===== config.mk =====
export PLATFORM = sky130hd
export DESIGN_NAME = fifo_register
export DESIGN_NICKNAME = d
export VERILOG_FILES = /design/src/rtl/fifo_register.sv
export SDC_FILE = /design/constraint.sdc
export NUM_CORES = 1
export LEC_CHECK = 0
export CAP_MARGIN = 20
export CORE_MARGIN = 10
export CORE_UTILIZATION = 55
export CTS_CLUSTER_SIZE = 10
export DETAILED_ROUTE_END_ITERATION = 6
export PLACE_DENSITY = 0.77
export REMOVE_ABC_BUFFERS = 1
export SKIP_CTS_REPAIR_TIMING = 1
export SLEW_MARGIN = 10
export SYNTH_ARGS = -nofsm -noshare
export SYNTH_HDL_FRONTEND = slang
export SYNTH_SLANG_ARGS = --single-unit

===== constraint.sdc =====
create_clock -name clock -period 5.7 [get_ports clock]
set_input_delay 0.855 -clock clock [delete_from_list [all_inputs] [get_ports clock]]
set_output_delay 0.855 -clock clock [all_outputs]
set_load 0.02 [all_outputs]

===== src/rtl/fifo_register.sv =====
// fifo_register: single-clock register-based FIFO with registered read data and count-derived flags
// Ports: clock/aclr (async active-high clear), wrreq/data write side, rdreq/q read side,
//        rdempty (0 words), wrfull (DEPTH words), usedw (word count 0..DEPTH).
module fifo_register #(
  parameter int WIDTH = 4,
  parameter int DEPTH = 16,
  localparam int AW = $clog2(DEPTH)
) (
  input  logic             clock,
  input  logic             aclr,
  input  logic             wrreq,
  input  logic [WIDTH-1:0] data,
  input  logic             rdreq,
  output logic [WIDTH-1:0] q,
  output logic             rdempty,
  output logic             wrfull,
  output logic [AW:0]      usedw
);
  logic [WIDTH-1:0] r_mem [DEPTH];
  logic [AW-1:0]    r_wp;
  logic [AW-1:0]    r_rp;
  logic [AW:0]      r_usedw;
  logic [WIDTH-1:0] r_q;
  logic             w_wr_ok;
  logic             w_rd_ok;
  assign rdempty = r_usedw == '0;
  assign wrfull  = r_usedw == (AW+1)'(DEPTH);
  // a full FIFO drops the write even when a read frees a slot on the same edge
  assign w_wr_ok = wrreq & ~wrfull & ~aclr;
  assign w_rd_ok = rdreq & ~rdempty & ~aclr;
  assign q       = r_q;
  assign usedw   = r_usedw;
  // storage carries no reset; stale words are unreachable once the pointers clear
  always_ff @(posedge clock)
    if (w_wr_ok) r_mem[r_wp] <= data;
  always_ff @(posedge clock or posedge aclr)
    if (aclr) begin
      r_wp    <= '0;
      r_rp    <= '0;
      r_usedw <= '0;
      r_q     <= '0;
    end else begin
      r_wp    <= r_wp + AW'(w_wr_ok);
      r_rp    <= r_rp + AW'(w_rd_ok);
      r_usedw <= r_usedw + (AW+1)'(w_wr_ok) - (AW+1)'(w_rd_ok);
      if (w_rd_ok) r_q <= r_mem[r_rp];
    end
endmodule


==> results of run 1 <==
-- synthesized netlist by cell type --
cell type,number,share of area (%)
o21bai_1,1,0.22
xor2_1,4,1.0
buf_2,1,0.15
mux4_1,9,6.9
buf_6,2,0.66
mux2i_1,5,1.5
a22o_1,3,0.77
a211o_1,3,0.77
fa_1,1,0.59
o21ai_0,1,0.15
nor3_1,4,0.59
nor2b_1,3,0.55
nor3b_4,1,0.55
xnor2_1,4,1.0
nor4b_1,1,0.26
nand3_1,3,0.44
mux4_2,7,4.6
mux2_2,1,0.33
a21o_1,1,0.22
nand2b_1,2,0.37
ha_1,10,3.7
or3b_1,1,0.26
clkdlybuf4s15_1,1,0.29
edfxtp_1,64,56
clkbuf_1,3,0.33
and4bb_2,1,0.37
nor2_1,12,1.3
a21oi_1,5,0.73
nand3b_1,3,0.66
dfrtp_1,17,12
nand2_1,2,0.22
inv_1,11,1.2
buf_12,1,0.59
-- layout by cell type (no fill, tap or decap), types with 2 or more instances in the layout --
master,n
a211o_1,3
a21oi_1,5
a22o_1,3
bufinv_16,3
clkbuf_1,3
clkbuf_8,9
clkdlybuf4s50_1,18
dfrtp_1,17
edfxtp_1,64
ha_1,10
inv_1,11
mux2i_1,5
mux4_1,9
mux4_2,7
nand2_1,2
nand2b_1,2
nand3_1,3
nand3b_1,3
nor2_1,12
nor2b_1,3
nor3_1,4
xnor2_1,4
xor2_1,4
-- worst paths after layout --
path	start	endpoint	cells after the start
max in group asynchronous	aclr	r_rp[2]	2
worst max register to register	usedw[2]	usedw[4]	14
worst max-delay path	aclr	usedw[4]	13
worst min register to register	q[3]	q[3]	2
worst min-delay path	q[3]	q[3]	2
min in group asynchronous	aclr	q[1]	2
-- layout make-up --
type                       instances  area (um^2)  share of cell area, %
clock buffer                      12          135                   3.51
inverter                          11         41.3                   1.07
sequential                        81         2350                   61.0
clock inverter                     3         90.1                   2.34
tap                               75         93.8                   2.44
multi-input combinational         88          958                   24.9
timing repair buffer              18          180                   4.68
-- sequential cells by signal, indices dropped and copies added (netlist names) --
| name | flops |
|---|---|
| r_mem | 64 |
| q | 4 |
| r_rp | 4 |
| r_wp | 4 |
| usedw | 5 |
-- per-stage QoR --
step,power [mW],area (um^2)
final,1.88,3850
after global routing,1.97,3850
after CTS,1.90,3850
after floorplan,1.21,3350
after detailed placement,1.42,3620
after global placement,1.39,3620
-- power by group --
group	switching [mW]	internal (mW)	leakage, nW
clock network	0.187	0.289	0.111
logic	0.232	0.294	0.505
registers	0.154	0.726	0.779
total	0.573	1.31	1.39
-- kinds of logic (layout without fill, tap and decap cells) --
| kind of cell | Yosys count | after routing | share of synthesized area (%) |
|---|---|---|---|
| fa+ha+maj | 11 | 11 | 4.25 |
| buf+inv | 19 | 44 | 3.22 |
| compound gates | 14 | 14 | 2.86 |
| xor+xnor | 8 | 8 | 2.05 |
| flops | 81 | 81 | 68.7 |
| mux | 22 | 22 | 13.3 |
| simple gates | 33 | 33 | 5.57 |
-- critical path, stage by stage --
cell	delay [ps]
clkdlybuf4s50_1	460
inv_1	540
nand3b_1	380
inv_1	190
ha_1	240
inv_1	50
ha_1	150
inv_1	50
fa_1	400
inv_1	70
a21oi_1	60
o21bai_1	160
xnor2_1	130
-- metal layers --
layer	vias to the layer above	share of wire (%)
met3	9	4.1
met5	-	0
met4	0	2.0
met1	859	45
met2	34	49
li1	766	-
==> results.md, run 1 <==
- I/O pin count: 19
- Die area: 0.00976 mm^2
- Post-Syn Area: 0.00342 mm^2
- CP Capture Type: flop
- NumNets Final: 228
- DRC: 0
- Number of synthesized register bits: 81
- Dpl ws: 1870 ps
- Clk buf depth: 2
- Area Growth Syn to Fin: 12.6%
- Final setup vio count: 0
- Slew Viols, Final: 0
- PD cells: 489 mW/mm^2
- Via count: 1,668
- Chip Width: 98.8 um
- Total Wirelength: 6070 um
- FF-to-FF setup slack: 2750 ps
- Static Leak: 1.39 nW
- Max Cap Viol: 0
- DR pass1 iterations: 4
- Top Usage Layer GRT: met2
- Initial detailed-routing violation count: 102
- Pin count of the biggest net entering global routing: 19
- Fillers: 412
- Gpl congestion: 0.766
- Root Buffer: clkbuf_8
- Die Ht: 98.8 um
- Hold Crit Class: flop to flop
- FMAX: 0.288 GHz
- Worst rel slew slack: 36.5%
- Sequential fraction of the synthesis area: 68.7%
- Worst-Skew Late Latency: 350 ps
- Routed len/inst: 21.1 um
- Post-synthesis cell count: 188
- Vias/cell: 5.79
- CP Launch Type: input pin
- Worst Setup Path Type: input pin to flop
- Core footprint: 0.00599 mm^2
- Clock Skews: 6.54 ps
- Placed insts: 273
- Final non-filler cell total: 288
- CP required: 5970 ps
- H-Tree Depth: 3
- TritonCTS buffer count: 9
- Global-route wire length before repair: 9870 um
- Unrepaired setup endpoints after global routing: no
- GRT Util Overall: 13.3%
- Status: finished, final reports clean
- Tcrit/Tclk final: 60.8%
- Min cycle time layout: 3470 ps
- GRT overflow: 0
- Count of cell types in the netlist: 33
- Setup tns final: 0 ps
- # clock sinks: 81
- Grt met2 use: 20.8%
- PortBufs: 18
- Vias in the first global route: 1,828
- M1 GR Usage: 16.5%
- Post-DP HPWL: 4140 um
- WP data arrival: 3740 ps
- Worst Path Max Fanout: 18
- Initial Util: 57.0%
- Final hold vios: 0
- Clock-pin slew on the worst setup and hold paths: 80 ps
- Row count: 28
- Hold slack: 500 ps
- Layout cells sized above 1: 10.3%
- Syn_area_per_cell: 18.2 um^2
- Ys Warns: 0
- Initial antenna violation count: 0
- CTS tree: done
- Routed Antenna Nets: 0
- Maximum VDD drop: 0.344 mV
- Final Util: 64.2%
- Tightest Pin Transition: 952 ps
- ANT cells: 0
- M3 GR Usage: 3.84%
- Setup slack after layout: 2230 ps
Power figures use the tool's default switching activity.
==> run 2: changes to the inputs <==
CORE_UTILIZATION = 53   (was 55)
PLACE_DENSITY = 0.78   (was 0.77)
clock period = 3.15 ns   (was 5.7 ns; I/O delays follow)
==> results.md, run 2 (synthesis results as in run 1) <==
- Min cycle time layout: 2730 ps
- Worst Setup Path Type: flop to flop (was input pin to flop)
- TritonCTS buffer count: 9 (unchanged)
- Root Buffer: clkbuf_8 (unchanged)
- Routed Antenna Nets: 0 (unchanged)
- WP data arrival: 3000 ps (was 3740 ps)
- CP most frequent cell: inv_1 (unchanged)
- Die Ht: 100 um (was 98.8 um)
- Hold slack: 490 ps (was 500 ps)
- Routed len/inst: 19.5 um (was 21.1 um)
- Worst rel slew slack: 49.7% (was 36.5%)
- Row count: 29 (was 28)
- Global-route wire length before repair: 9480 um (was 9870 um)
- Initial antenna violation count: 0 (unchanged)
- Clock-pin slew on the worst setup and hold paths: 80 ps (about the same)
- Worst path slowest cell: fa_1 (was inv_1)
- Post-DP HPWL: 3960 um (was 4140 um)
- Worst reg2reg startpoint: usedw[2] (unchanged)
- Clock Skews: 9.57 ps (was 6.54 ps)
- CP Capture Type: flop (unchanged)
- Layout cells sized above 1: 12.8% (was 10.3%)
- Setup tns final: 0 ps (unchanged)
- DRC: 0 (unchanged)
- GRT Util Overall: 12.5% (was 13.3%)
- Tightest Pin Transition: 754 ps (was 952 ps)
- Max FFs per register: 64 (unchanged)
- Vias in the first global route: 1,785 (was 1,828)
- Max Cap Viol: 0 (unchanged)
- ANT cells: 0 (unchanged)
- Area Growth Syn to Fin: 12.6% (about the same)
- CP max stage delay: 390 ps (was 540 ps)
- DR pass1 iterations: 4 (unchanged)
- Total Wirelength: 5750 um (was 6070 um)
- Hold path startpoint: q[3] (unchanged)
- # clock sinks: 81 (unchanged)
- Vias/cell: 5.68 (was 5.79)
- Die area: 0.0101 mm^2 (was 0.00976 mm^2)
- Via count: 1,675 (was 1,668)
- Commonest non-fill, non-tap cell in the layout: edfxtp_1 (unchanged)
- Gpl congestion: 0.747 (was 0.766)
- Maximum VDD drop: 0.473 mV (was 0.344 mV)
- Tcrit/Tclk final: 86.7%
- PortBufs: 18 (unchanged)
- Worst-Skew Late Latency: 340 ps (was 350 ps)
- Setup slack after layout: 420 ps (was 2230 ps)
- NumNets Final: 232 (was 228)
- Slew Viols, Final: 0 (unchanged)
- GRT overflow: 0 (unchanged)
- I/O pin count: 19 (unchanged)
- Worst Path Max Fanout: 6 (was 18)
- Pin count of the biggest net entering global routing: 18 (was 19)
- Final hold vios: 0 (unchanged)
- Crit path cell chain: inv_1 -> ha_1 -> and4bb_2 -> nor3b_4 -> inv_1 -> ha_1 -> inv_1 -> ha_1 -> inv_1 -> fa_1 -> inv_1 -> a21oi_1 -> o21bai_1 -> xnor2_1 (was clkdlybuf4s50_1 -> inv_1 -> nand3b_1 -> inv_1 -> ha_1 -> inv_1 -> ha_1 -> inv_1 -> fa_1 -> inv_1 -> a21oi_1 -> o21bai_1 -> xnor2_1)
- Unrepaired setup endpoints after global routing: no (unchanged)
- Status: finished, final reports clean (unchanged)
- RR Endpoint: usedw[4] (unchanged)
- Hold Path Stages: 2 (unchanged)
- CTS tree: done (unchanged)
- Sink of the worst hold path: q[3] (unchanged)
- Initial detailed-routing violation count: 162 (was 102)
- CP Launch Type: flop (was input pin)
- FF-to-FF setup slack: 420 ps (was 2750 ps)
- CP required: 3420 ps (was 5970 ps)
- Final setup vio count: 0 (unchanged)
- Final Util: 60.9% (was 64.2%)
- Commonest cells after routing, fill and taps aside: 64 x edfxtp_1, 18 x clkdlybuf4s50_1, 17 x dfrtp_1 (unchanged)
- Static Leak: 1.39 nW (about the same)
- Chip Width: 100 um (was 98.8 um)
- Dpl ws: 339 ps (was 1870 ps)
- R2R cell count: 14 (unchanged)
- Initial Util: 54.1% (was 57.0%)
- Hold Crit Class: flop to flop (unchanged)
- PD cells: 847 mW/mm^2 (was 489 mW/mm^2)
- Top reg by flops: r_mem (unchanged)
- H-Tree Depth: 3 (unchanged)
- Core footprint: 0.00631 mm^2 (was 0.00599 mm^2)
- FMAX: 0.366 GHz
- Clk buf depth: 2 (unchanged)
- Fillers: 473 (was 412)
run 2: changes by cell type in the layout (fill, tap and decap cells not counted), sizes merged:
cell / change
clkbuf: -2
buf: +4
clkinv: +2
clkinvlp: +2
bufinv: -2
inv: +1
run 2: power breakdown:
part           internal (mW)  switching (mW)
Sequential              1.31           0.255
Combinational          0.543           0.416
Clock                  0.368           0.364
run 2: per-stage QoR:
| step | power [mW] | instance area [um^2] | std cells |
|---|---|---|---|
| finish | 3.26 | 3850 | 295 |
| global route | 3.45 | 3850 | 295 |
| CTS | 3.31 | 3850 | 295 |
| detailed placement | 2.57 | 3650 | 279 |
| global placement | 2.54 | 3650 | 279 |
| floorplan | 2.19 | 3350 | 180 |
run 2: layout make-up:
cell class	instances	area, um^2	share of cell area [%]
Clock inverter	6	66.3	1.72
Timing Repair Buffer	22	210	5.46
Tap cell	77	96.3	2.50
Sequential cell	81	2350	61.0
Inverter	11	41.3	1.07
Multi-Input combinational cell	88	958	24.9
Clock buffer	10	128	3.32
run 2: critical path: cells and delay by family, from the launching register on:
family | cells | cell delay [ps]
simple gates | 2 | 550
buf+inv | 5 | 340
flops | 1 | 370
compound gates | 2 | 230
xor+xnor | 1 | 130
fa+ha+maj | 4 | 1050
run 2: worst max-delay path by stage:
stage / from / end / slack [ps]
after floorplan: usedw[3] / usedw[4] / -100
after global placement: aclr / usedw[4] / 460
after detailed placement: aclr / usedw[4] / 340
after CTS: usedw[2] / usedw[4] / 400
after global routing: usedw[2] / usedw[4] / 230
final: usedw[2] / usedw[4] / 420
run 2: metal layers:
layer | GRT usage, % | up-vias | routed length (um)
li1 | - | 778 | -
met1 | 15.6 | 848 | 2520
met2 | 18.9 | 39 | 2760
met3 | 4.46 | 10 | 355
met4 | 5.76 | 0 | 109
met5 | 0 | - | 0
==> run 3: changes to the inputs <==
GPL_TIMING_DRIVEN = 0   (was not set)
==> results.md, run 3 (synthesis results as in run 1) <==
- Total Wirelength: 5780 um (was 5750 um)
- CP Launch Type: flop (unchanged)
- Die Ht: 100 um (unchanged)
- Pin count of the biggest net entering global routing: 19 (was 18)
- Hold Crit Class: flop to flop (unchanged)
- I/O pin count: 19 (unchanged)
- FMAX: 0.349 GHz (was 0.366 GHz)
- Gpl congestion: 0.759 (was 0.747)
- GRT Util Overall: 12.1% (was 12.5%)
- Max FFs per register: 64 (unchanged)
- Via count: 1,693 (was 1,675)
- Commonest cells after routing, fill and taps aside: 64 x edfxtp_1, 18 x clkdlybuf4s50_1, 17 x dfrtp_1 (unchanged)
- Routed Antenna Nets: 0 (unchanged)
- Routed len/inst: 19.5 um (about the same)
- Fillers: 488 (was 473)
- Core footprint: 0.00631 mm^2 (unchanged)
- DR pass1 iterations: 4 (unchanged)
- DRC: 0 (unchanged)
- Global-route wire length before repair: 9200 um (was 9480 um)
- Vias in the first global route: 1,724 (was 1,785)
- Seq. cell area: 0.00235 mm^2 (unchanged)
- GRT overflow: 0 (unchanged)
- Status: finished, final reports clean (unchanged)
- Die area: 0.0101 mm^2 (unchanged)
- Top reg by flops: r_mem (unchanged)
- Clock Skews: 8.51 ps (was 9.57 ps)
- Post-DP HPWL: 4000 um (was 3960 um)
- CP required: 3410 ps (was 3420 ps)
- ANT cells: 0 (unchanged)
- Commonest non-fill, non-tap cell in the layout: edfxtp_1 (unchanged)
- NumNets Final: 233 (was 232)
- Unrepaired setup endpoints after global routing: no (unchanged)
- Setup tns final: 0 ps (unchanged)
- Clock-pin slew on the worst setup and hold paths: 80 ps (about the same)
- Worst Path Max Fanout: 6 (unchanged)
- CTS tree: done (unchanged)
- Placed insts: 275 (was 279)
- Tightest Pin Transition: 911 ps (was 754 ps)
- Hold Path Stages: 2 (unchanged)
- Initial antenna violation count: 0 (unchanged)
- Layout cells sized above 1: 14.6% (was 12.8%)
- Vias/cell: 5.72 (was 5.68)
- Clk buf depth: 2 (unchanged)
- Root Buffer: clkbuf_8 (unchanged)
- Slew Viols, Final: 0 (unchanged)
- PortBufs: 18 (unchanged)
- Worst-Skew Late Latency: 350 ps (was 340 ps)
- Row count: 29 (unchanged)
- Chip Width: 100 um (unchanged)
- Area of the multi-input gates: 958 um^2 (unchanged)
- Initial detailed-routing violation count: 96 (was 162)
- Initial Util: 54.1% (unchanged)
- Min cycle time layout: 2870 ps (was 2730 ps)
- Final non-filler cell total: 296 (was 295)
- WP data arrival: 3130 ps (was 3000 ps)
- H-Tree Depth: 3 (unchanged)
- Maximum VDD drop: 0.531 mV (was 0.473 mV)
- # clock sinks: 81 (unchanged)
- Final hold vios: 0 (unchanged)
- R2R cell count: 14 (unchanged)
- Worst Setup Path Type: flop to flop (unchanged)
- Max Cap Viol: 0 (unchanged)
- Tcrit/Tclk final: 91.0% (was 86.7%)
- PD cells: 891 mW/mm^2 (was 847 mW/mm^2)
- Area Growth Syn to Fin: 15.1% (was 12.6%)
- Static Leak: 1.43 nW (was 1.39 nW)
- Final setup vio count: 0 (unchanged)
- CP Capture Type: flop (unchanged)
- Worst rel slew slack: 39.3% (was 49.7%)
- TritonCTS buffer count: 9 (unchanged)
run 3: final cells by class:
cell class              count  share of cell area (%)
well taps                  77                    2.45
multi-input cells          88                    24.4
clock buffers               9                    3.15
flip-flops and latches     81                    59.7
clock inverters             7                    3.60
repair buffers             23                    5.54
inverters                  11                    1.15
run 3: worst max-delay path: stages (launching register included):
cell and delay, ps:
dfrtp_1 380, inv_1 70, ha_1 230, and4bb_2 260, nor3b_4 330, inv_1 80
ha_1 290, inv_1 60, ha_1 160, inv_1 60, fa_1 390, inv_1 80
a21oi_1 70, o21bai_1 170, xnor2_1 150
run 3: where the power goes:
part | internal [mW] | leakage, nW | switching (mW)
combinational | 0.535 | 0.523 | 0.410
sequential | 1.31 | 0.779 | 0.265
clock | 0.608 | 0.130 | 0.372
total | 2.46 | 1.43 | 1.05
run 3: path summary, 6_finish.rpt:
check,slack (ps),endpoint,start
max,280,usedw[4],usedw[2]
min,490,q[3],q[3]
max reg2reg,280,usedw[4],usedw[2]
min reg2reg,490,q[3],q[3]
max in group asynchronous,2420,usedw[3],aclr
min in group asynchronous,570,r_rp[1],aclr
run 3: stage by stage:
stage	setup slack (ps)	utilization, %	power [mW]	hold slack (ps)	area [um^2]
2_1_floorplan	-103	-	2.19	407	3350
6_report	283	62.2	3.50	487	3930
3_5_place_dp	-526	57.4	2.56	474	3620
5_1_grt	74.7	62.2	3.68	526	3930
3_3_place_gp	-329	57.4	2.51	464	3620
4_1_cts	-165	61.6	3.53	492	3890
run 3: routing by layer:
metal,global-route usage (%),vias up,share of wire [%],routed length (um)
met1,15.3,855,44,2550
met4,6.20,0,2.4,140
li1,-,784,-,-
met3,3.30,13,4.8,279
met2,18.7,41,49,2820
met5,0,-,0,0
